**config.mk**
```make
export PLATFORM = sky130hd
export DESIGN_NAME = dmem_store_buffer_flat
export DESIGN_NICKNAME = d
export VERILOG_FILES = /design/src/rtl/dmem_store_buffer_if.sv /design/src/rtl/dmem_store_buffer.sv /design/src/flat_wrapper.sv
export SDC_FILE = /design/constraint.sdc
export NUM_CORES = 1
export LEC_CHECK = 0
export ABC_AREA = 1
export BUFFER_PORTS_ARGS = -buffer_cell sky130_fd_sc_hd__buf_2
export CELL_PAD_IN_SITES_DETAIL_PLACEMENT = 1
export CELL_PAD_IN_SITES_GLOBAL_PLACEMENT = 1
export CORE_MARGIN = 2
export CORE_UTILIZATION = 25
export CTS_CLUSTER_DIAMETER = 200
export DETAILED_ROUTE_END_ITERATION = 8
export GPL_TIMING_DRIVEN = 0
export PLACE_DENSITY_LB_ADDON = 0.1
export SYNTH_ARGS = -nofsm -noshare
export SYNTH_HDL_FRONTEND = slang
export SYNTH_SLANG_ARGS = --single-unit
export TNS_END_PERCENT = 10
```
**constraint.sdc**
```tcl
create_clock -name clk -period 10.25 [get_ports clk]
set_input_delay 2.05 -clock clk [delete_from_list [all_inputs] [get_ports clk]]
set_output_delay 2.05 -clock clk [all_outputs]
set_load 0.02 [all_outputs]
```
**src/rtl/dmem_store_buffer_if.sv**
```systemverilog
// Data-bus channel between the store buffer (master) and the memory system (slave).
// One request channel with write payload, plus a read-data return channel.
interface dmem_store_buffer_if #(
  parameter int unsigned DATA_WIDTH = 32,
  parameter int unsigned ADDR_WIDTH = 32
);
  localparam int unsigned NumBe = DATA_WIDTH / 8;

  logic                  BusReq;
  logic                  BusWe;
  logic [ADDR_WIDTH-1:0] BusAddr;
  logic [DATA_WIDTH-1:0] BusWData;
  logic [NumBe-1:0]      BusBe;
  logic                  BusGnt;
  logic                  BusRValid;
  logic [DATA_WIDTH-1:0] BusRData;

  modport master (
    output BusReq, BusWe, BusAddr, BusWData, BusBe,
    input  BusGnt, BusRValid, BusRData
  );

  modport slave (
    input  BusReq, BusWe, BusAddr, BusWData, BusBe,
    output BusGnt, BusRValid, BusRData
  );
endinterface

```
**src/rtl/dmem_store_buffer.sv**
```systemverilog
// M-stage data-memory controller: lane-aligns stores into a small FIFO that drains to the
// data bus, and serialises loads behind the FIFO while stalling the pipeline.
module dmem_store_buffer #(
  parameter int unsigned DATA_WIDTH = 32,
  parameter int unsigned ADDR_WIDTH = 32,
  parameter int unsigned DEPTH      = 4
) (
  input  logic                  clk,
  input  logic                  reset,
  input  logic                  MemWriteM,
  input  logic                  MemReadM,
  input  logic [1:0]            StoreSrcM,
  input  logic [ADDR_WIDTH-1:0] ALUResultM,
  input  logic [DATA_WIDTH-1:0] WritePartDataM,
  output logic                  StallM,
  output logic [DATA_WIDTH-1:0] ReadDataM,
  output logic                  MisalignM,
  output logic                  BufEmpty,
  dmem_store_buffer_if.master   bus
);
  localparam int unsigned NumBe = DATA_WIDTH / 8;
  localparam int unsigned PtrW  = (DEPTH > 1) ? $clog2(DEPTH) : 1;
  localparam int unsigned CntW  = PtrW + 1;
  localparam logic [CntW-1:0] FullCnt = CntW'(DEPTH);

  typedef enum logic [2:0] {StIdle, StWait, StReq, StResp, StDone} rd_state_e;

  rd_state_e state_q, state_d;

  logic [1:0]            offset;
  logic                  store_ok, load_ok, store_req, load_req;
  logic                  push, pop, drain, full;
  logic [NumBe-1:0]      st_be;
  logic [DATA_WIDTH-1:0] st_data;
  logic [ADDR_WIDTH-1:0] word_addr;

  logic [ADDR_WIDTH-1:0] addr_mem [DEPTH];
  logic [DATA_WIDTH-1:0] data_mem [DEPTH];
  logic [NumBe-1:0]      be_mem   [DEPTH];
  logic [PtrW-1:0]       wr_ptr_q, rd_ptr_q;
  logic [CntW-1:0]       count_q;
  logic [DATA_WIDTH-1:0] rdata_q;

  assign offset    = ALUResultM[1:0];
  assign word_addr = {ALUResultM[ADDR_WIDTH-1:2], 2'b00};
  assign store_req = MemWriteM & ~MemReadM;
  assign load_req  = MemReadM;
  assign load_ok   = (offset == 2'b00);
  assign full      = (count_q == FullCnt);
  assign BufEmpty  = (count_q == '0);

  // Lane steering: store data arrives right-aligned, so shift both data and enables by offset.
  always_comb begin
    store_ok = 1'b0;
    st_be    = '0;
    st_data  = WritePartDataM << {offset, 3'b000};
    case (StoreSrcM)
      2'b00: begin
        store_ok = (offset == 2'b00);
        st_be    = '1;
      end
      2'b01: begin
        store_ok = 1'b1;
        st_be    = NumBe'(1) << offset;
      end
      2'b10: begin
        store_ok = ~offset[0];
        st_be    = NumBe'(3) << offset;
      end
      default: store_ok = 1'b0;
    endcase
  end

  // Stores may drain only while the read FSM is not holding the bus.
  assign drain = ~BufEmpty & ((state_q == StIdle) | (state_q == StWait));
  assign pop   = drain & bus.BusGnt;
  assign push  = store_req & store_ok & ~full;

  always_ff @(posedge clk) begin
    if (push) begin
      addr_mem[wr_ptr_q] <= word_addr;
      data_mem[wr_ptr_q] <= st_data;
      be_mem[wr_ptr_q]   <= st_be;
    end
  end

  always_ff @(posedge clk) begin
    if (reset) begin
      wr_ptr_q <= '0;
      rd_ptr_q <= '0;
      count_q  <= '0;
    end else begin
      if (push) wr_ptr_q <= wr_ptr_q + PtrW'(1);
      if (pop)  rd_ptr_q <= rd_ptr_q + PtrW'(1);
      case ({push, pop})
        2'b10:   count_q <= count_q + CntW'(1);
        2'b01:   count_q <= count_q - CntW'(1);
        default: count_q <= count_q;
      endcase
    end
  end

  always_ff @(posedge clk) begin
    if (reset) begin
      state_q <= StIdle;
      rdata_q <= '0;
    end else begin
      state_q <= state_d;
      if ((state_q == StResp) && bus.BusRValid) rdata_q <= bus.BusRData;
    end
  end

  always_comb begin
    state_d = state_q;
    case (state_q)
      StIdle: begin
        if (load_req && load_ok) state_d = BufEmpty ? StReq : StWait;
      end
      StWait:  if (BufEmpty) state_d = StReq;
      StReq:   if (bus.BusGnt) state_d = StResp;
      StResp:  if (bus.BusRValid) state_d = StDone;
      StDone:  state_d = StIdle;
      default: state_d = StIdle;
    endcase
  end

  always_comb begin
    bus.BusReq   = 1'b0;
    bus.BusWe    = 1'b0;
    bus.BusAddr  = '0;
    bus.BusWData = '0;
    bus.BusBe    = '0;
    if (state_q == StReq) begin
      bus.BusReq  = 1'b1;
      bus.BusAddr = word_addr;
    end else if (drain) begin
      bus.BusReq   = 1'b1;
      bus.BusWe    = 1'b1;
      bus.BusAddr  = addr_mem[rd_ptr_q];
      bus.BusWData = data_mem[rd_ptr_q];
      bus.BusBe    = be_mem[rd_ptr_q];
    end
    StallM = (load_req & load_ok & (state_q != StDone)) | (store_req & full);
    // A bad store held behind a full FIFO reports only once it can actually retire.
    MisalignM = (store_req & ~store_ok & ~full) | (load_req & ~load_ok);
    ReadDataM = (load_req & ~load_ok) ? '0 : rdata_q;
  end
endmodule
```
**src/flat_wrapper.sv**
```systemverilog
// flat-port wrapper written by rule: the top's interface ports become plain ports
module dmem_store_buffer_flat 
#(
  parameter int unsigned DATA_WIDTH = 32,
  parameter int unsigned ADDR_WIDTH = 32,
  parameter int unsigned DEPTH      = 4
)
  (clk, reset, MemWriteM, MemReadM, StoreSrcM, ALUResultM, WritePartDataM, StallM, ReadDataM, MisalignM, BufEmpty, bus_BusReq, bus_BusWe, bus_BusAddr, bus_BusWData, bus_BusBe, bus_BusGnt, bus_BusRValid, bus_BusRData);
  dmem_store_buffer_if #(.DATA_WIDTH(DATA_WIDTH), .ADDR_WIDTH(ADDR_WIDTH)) bus_i ();
  input  logic clk;
  input  logic reset;
  input  logic MemWriteM;
  input  logic MemReadM;
  input  logic [1:0] StoreSrcM;
  input  logic [ADDR_WIDTH-1:0] ALUResultM;
  input  logic [DATA_WIDTH-1:0] WritePartDataM;
  output logic StallM;
  output logic [DATA_WIDTH-1:0] ReadDataM;
  output logic MisalignM;
  output logic BufEmpty;
  output wire logic [$bits(bus_i.BusReq)-1:0] bus_BusReq;
  output wire logic [$bits(bus_i.BusWe)-1:0] bus_BusWe;
  output wire logic [$bits(bus_i.BusAddr)-1:0] bus_BusAddr;
  output wire logic [$bits(bus_i.BusWData)-1:0] bus_BusWData;
  output wire logic [$bits(bus_i.BusBe)-1:0] bus_BusBe;
  input wire logic [$bits(bus_i.BusGnt)-1:0] bus_BusGnt;
  input wire logic [$bits(bus_i.BusRValid)-1:0] bus_BusRValid;
  input wire logic [$bits(bus_i.BusRData)-1:0] bus_BusRData;
  assign bus_BusReq = bus_i.BusReq;
  assign bus_BusWe = bus_i.BusWe;
  assign bus_BusAddr = bus_i.BusAddr;
  assign bus_BusWData = bus_i.BusWData;
  assign bus_BusBe = bus_i.BusBe;
  assign bus_i.BusGnt = bus_BusGnt;
  assign bus_i.BusRValid = bus_BusRValid;
  assign bus_i.BusRData = bus_BusRData;
  dmem_store_buffer #(.DATA_WIDTH(DATA_WIDTH), .ADDR_WIDTH(ADDR_WIDTH), .DEPTH(DEPTH)) u_core (.clk(clk), .reset(reset), .MemWriteM(MemWriteM), .MemReadM(MemReadM), .StoreSrcM(StoreSrcM), .ALUResultM(ALUResultM), .WritePartDataM(WritePartDataM), .StallM(StallM), .ReadDataM(ReadDataM), .MisalignM(MisalignM), .BufEmpty(BufEmpty), .bus(bus_i));
endmodule
```
After elaboration in Yosys (flattened, before gate mapping). Memories as Yosys holds them, arrays and structs flattened. A register that Yosys moved wholly into a read port is not among the register bits. Cells that the tools add are included.

Flip-flop bits (word level): 42. Memory bits (writable): 264. Input port bits: 104. Output and inout port bits: 105. Logic and storage cells: 83. Memories: 3.

Memory list: u_core.data_mem (words 4, width 32, rd ports 1, clocked after Yosys merged registers in 1, write ports 1, RTL line dmem_store_buffer.sv:38) `logic [DATA_WIDTH-1:0] data_mem [DEPTH];`; u_core.addr_mem (words 4, width 30, rd ports 1, clocked after Yosys merged registers in 1, write ports 1, RTL line dmem_store_buffer.sv:37) `logic [ADDR_WIDTH-1:0] addr_mem [DEPTH];`; u_core.be_mem (words 4, width 4, rd ports 1, clocked after Yosys merged registers in 1, write ports 1, RTL line dmem_store_buffer.sv:39) `logic [NumBe-1:0] be_mem [DEPTH];`.

Add/sub/neg operators: 4. Eq/ne operators: 13. Shift operators: 3. Muxes and demuxes: 27. Bitwise logic cells: 20. Reductions and logical operators: 8.

Operators by type and width (count): 32-bit 2-to-1 mux (5); 32-bit by 5-bit left shift with 32-bit output (1); 2-bit 2-to-1 mux (7); 3-bit 2-to-1 mux (4); 3-bit case mux with 4 select lines (1); 4-bit case mux with 3 select lines (1); 1-bit bitwise AND (11); 4-bit 2-to-1 mux (2); 3-bit by 2-bit equality test with 1-bit output (second input constant) (2); 3-bit zero test (2); 2-bit inequality test (second input constant) (3); 1-bit inverter (6); 3-bit case mux with 2 select lines (1); 1-bit 2-to-1 mux (5); 2-bit by 1-bit adder with 2-bit output (second input constant) (2); 2-bit by 1-bit equality test with 1-bit output (second input constant) (2); 2-bit equality test (second input constant) (2); 2-bit zero test (2); 4-bit AND reduction (1); 1-bit by 2-bit left shift with 4-bit output (first input constant) (1); 2-bit by 2-bit left shift with 4-bit output (first input constant) (1); 3-bit by 1-bit adder with 3-bit output (second input constant) (1); 3-bit by 1-bit equality test with 1-bit output (second input constant) (1); 3-bit equality test (second input constant) (1); other kinds (7) (10).

Longest topological paths before layout.
Word-level depth: 6. Depth in mapped cells: 12. Depth with buffers taken out: 12.

Worst setup path after synthesis. OpenSTA, ideal clock, no wires.

Path type: in2reg. From: input port StoreSrcM[0]. To: memory u_core.addr_mem[0][0] in the netlist's numbering, enable pin. Setup time: 0.490 ns. Data arrival time: 5.430 ns. Required time: 9.760 ns. Path slack: 4.330 ns. Stages: 6. Path buffers: 0. Path through: inv_1 -> ha_1 -> inv_1 -> o21ai_4 -> nand3_4 -> nor2_1.

Longest elaborated chain between the ends: 6. Elaborated cells on any way between the ends: 8. Classes of those cells: eq/ne (2); mux (3); bitwise (2); reduce/logical (1).

RTL lines: from (decl) (RTL line flat_wrapper.sv:14) `input logic [1:0] StoreSrcM;`; 2-bit equality test, or another cell as far along (RTL line dmem_store_buffer.sv:57) `case (StoreSrcM)`; 1-bit case mux with 3 select lines * (RTL line dmem_store_buffer.sv:57); 1-bit bitwise AND * (2 in series) (RTL line dmem_store_buffer.sv:77) `assign push = store_req & store_ok & ~full;`; 1-bit 2-to-1 mux * (RTL line dmem_store_buffer.sv:80) `if (push) begin`; 1-bit 2-to-1 mux (implied by the code) * (RTL line dmem_store_buffer.sv:81) `addr_mem[wr_ptr_q] <= word_addr;`; to (decl) (RTL line dmem_store_buffer.sv:37).

Every way passes the cells marked *; elsewhere a longest branch is shown, timed or not.

Final worst setup path.
From: input port StoreSrcM[0]. To: output port MisalignM.

Longest elaborated chain between the ends: 6. Elaborated cells on any way between the ends: 8. Classes of those cells: eq/ne (2); mux (1); bitwise (4); reduce/logical (1).

RTL lines: 2-bit equality test, or another cell as far along (RTL line dmem_store_buffer.sv:57); 1-bit case mux with 3 select lines * (RTL line dmem_store_buffer.sv:57); 1-bit inverter * (RTL line dmem_store_buffer.sv:145) `MisalignM = (store_req & ~store_ok & ~full) | (load_req & ~load_ok);`; 1-bit bitwise AND * (2 in series) (RTL line dmem_store_buffer.sv:145); 1-bit OR * (RTL line dmem_store_buffer.sv:145); to (decl) (RTL line flat_wrapper.sv:19) `output logic MisalignM;`.

Marked as above.

==> run metrics <==
Final Cycle Share=51.3%; CTS tree=built; Final Slew Violations=0; Peak VDD IR=0.000115 V; Synthesis Warnings=0; status=finished, final reports clean; Post-synth ARST share=0%; IO Pins=209; global-route wire length before repair=64,300 um; post-DP HPWL=29,900 um; DRT iter0 DRCs=477; Synth Cell Area=0.0131 sq mm; Crit path required time=8.20 ns; Pwr Total=3.23 mW; vias in the first global route=10,400; Post-Route Setup TNS=0 ns; detailed-route wire length=42,700 um; Vias=9,889; Yosys top cell area share=60.6%; Cell Rows=83; synthesized area per cell=10.4 sq um; Pleak=6.39 nW; Final #Nets=1,627; Post-synth EDFFs=264; GR Overflow Total=0; Post-CTS Hold Fix Bufs=0; Post-DRT Antenna Nets=0; Startpoint Class=input pin; Achievable Freq=190 MHz; clock tree buffer depth=3; Die Y=233 um; drt drc=0; TritonCTS Buffers=38; initial antenna violation count=3; largest net degree at the start of global routing=23; Vias/cell=4.46; number of iterations in the first detailed-routing pass=4; routability cong.=0.775; MaxCap Viol Count=0; CP Data Arrival Time=3.21 ns; Syn Inst Count=1,255; post-place setup slack=4.91 ns; antenna cell count=0; register area share after synthesis=67.3%; Setup crit end kind=output port; cell area power density=196 mW/mm^2; cell taking the most area after synthesis=edfxtp_1; core area=0.0515 sq mm; DR WL/cell=19.3 um; main flop type after synthesis=edfxtp_1; die area=0.0542 sq mm; Tot GR Track Use=15.9%; Area contributors post-synth=edfxtp_1 61%, dfxtp_1 6.7%, nor2_1 6.2%; clk sinks=308; slew margin rel.=48.8%; most common library cells after synthesis=264 x edfxtp_1, 216 x nor2_1, 206 x nand2_1; fillers=5,918; synth unique cells=28; final setup margin=4.99 ns; Die X=233 um; Clock Pin Slew Worst Setup and Hold Paths=0.05 ns; Hold Fails Final Rpt=0; root buffer cell=clkbuf_16; RSZ-0062 raised after global routing=no; Worst Setup Path Type=in -> out; CP Max Fanout=4; Hold Path Class=reg -> reg; Resized Gates After CTS=0; Clk Latency, worst-skew pair=0.55 ns; Area Growth Syn to Fin=25.8%; Tightest Pin Transition=0.766 ns; buffer count from post-CTS setup fixing=0; most numerous cell in the Yosys netlist=edfxtp_1; Period minus WS final=5.26 ns; port buffer count=205; Worst Skew=0.0185 ns; WHS=0.452 ns; share of layout cells above drive strength 1=21.5%; FF+latch count, synth=308; H-tree levels=2; Setup-failing EPs final=0; Starting Density=25.4%
## logic make-up after synthesis
| kind of cell | after synthesis | synth area share [%] |
|---|---|---|
| compound gates | 222 | 8.78 |
| fa+ha+maj | 10 | 1.01 |
| buf+inv | 154 | 5.22 |
| flops | 308 | 67.3 |
| other cells | 1 | 0.0287 |
| simple gates | 560 | 17.6 |
## critical path, stage by stage
cell     delay [ns]
buf_2          0.13
inv_1          0.07
ha_1           0.24
a21oi_4        0.18
o21ai_4        0.10
nand2_1        0.07
nand2_1        0.04
o21ai_0        0.12
buf_2          0.21
## metrics by stage
stage	std cells	instance area, sq um	util (%)
final	2218	16500	32.0
after global routing	2218	16500	32.0
after floorplan	1256	13100	-
after CTS	2218	16500	32.0
after global placement	2141	15000	29.1
after detailed placement	2153	15300	29.7
## flip-flops by register name (all words and copies together), names as in the netlist, named ones only
signal / cells
u_core.addr_mem: 120
u_core.be_mem: 16
u_core.count_q: 3
u_core.data_mem: 128
u_core.rd_ptr_q: 2
u_core.rdata_q: 32
u_core.state_q: 3
u_core.wr_ptr_q: 2
## cell type report
cell class	instances	area [sq um]	share of cell area, %
Tap cell	680	851	5.17
Clock buffer	48	1010	6.13
Multi-Input combinational cell	794	3630	22.0
Clock inverter	17	176	1.07
Timing Repair Buffer	217	1310	7.96
Sequential cell	308	8810	53.5
Inverter	75	284	1.72
Buffer	79	399	2.42
## path summary, 6_finish.rpt
check	startpoint	end	slack [ns]	cells past startpoint
max	StoreSrcM[0]	MisalignM	4.99	9
max reg2reg	u_core.count_q[1]	u_core.addr_mem[3][7]	7.88	6
min	u_core.rdata_q[31]	u_core.rdata_q[31]	0.45	2
min reg2reg	u_core.rdata_q[31]	u_core.rdata_q[31]	0.45	2
## metal layers
layer / wire length, um / vias to the layer above / GRT usage (%)
met5: 40 / - / 0
met4: 884 / 6 / 4.66
met3: 1610 / 60 / 2.77
met2: 20500 / 176 / 26.6
met1: 19700 / 4834 / 21.0
li1: - / 4813 / -
## layout by cell type (no fill, tap or decap)
cell type and count:
o22ai_1 6, nand4_1 3, buf_1 2, a21oi_1 87, buf_2 240, conb_1 2, clkinv_1 7, inv_1 69
bufinv_16 3, clkbuf_1 36, edfxtp_1 264, nand2_1 206, inv_4 1, dfxtp_1 44, a21oi_4 1, buf_16 6
nor2_4 4, ha_1 9, nor2_2 1, buf_4 11, buf_12 6, o21ai_4 1, nand3_1 132, nor2_1 212
o21ai_1 4, buf_6 2, clkinv_8 2, clkbuf_16 39, o21ai_0 120, inv_2 5, nand3_4 1, nor2_8 1
fa_1 1, clkbuf_2 2, a22oi_1 3, clkinv_2 4, clkinvlp_4 1
## power by group
group          internal, mW  switching [mW]
clock                 0.771           0.522
combinational         0.151           0.388
sequential             1.39         0.00996
total                  2.31           0.920
No activity file was read; power rests on OpenSTA's default activity.
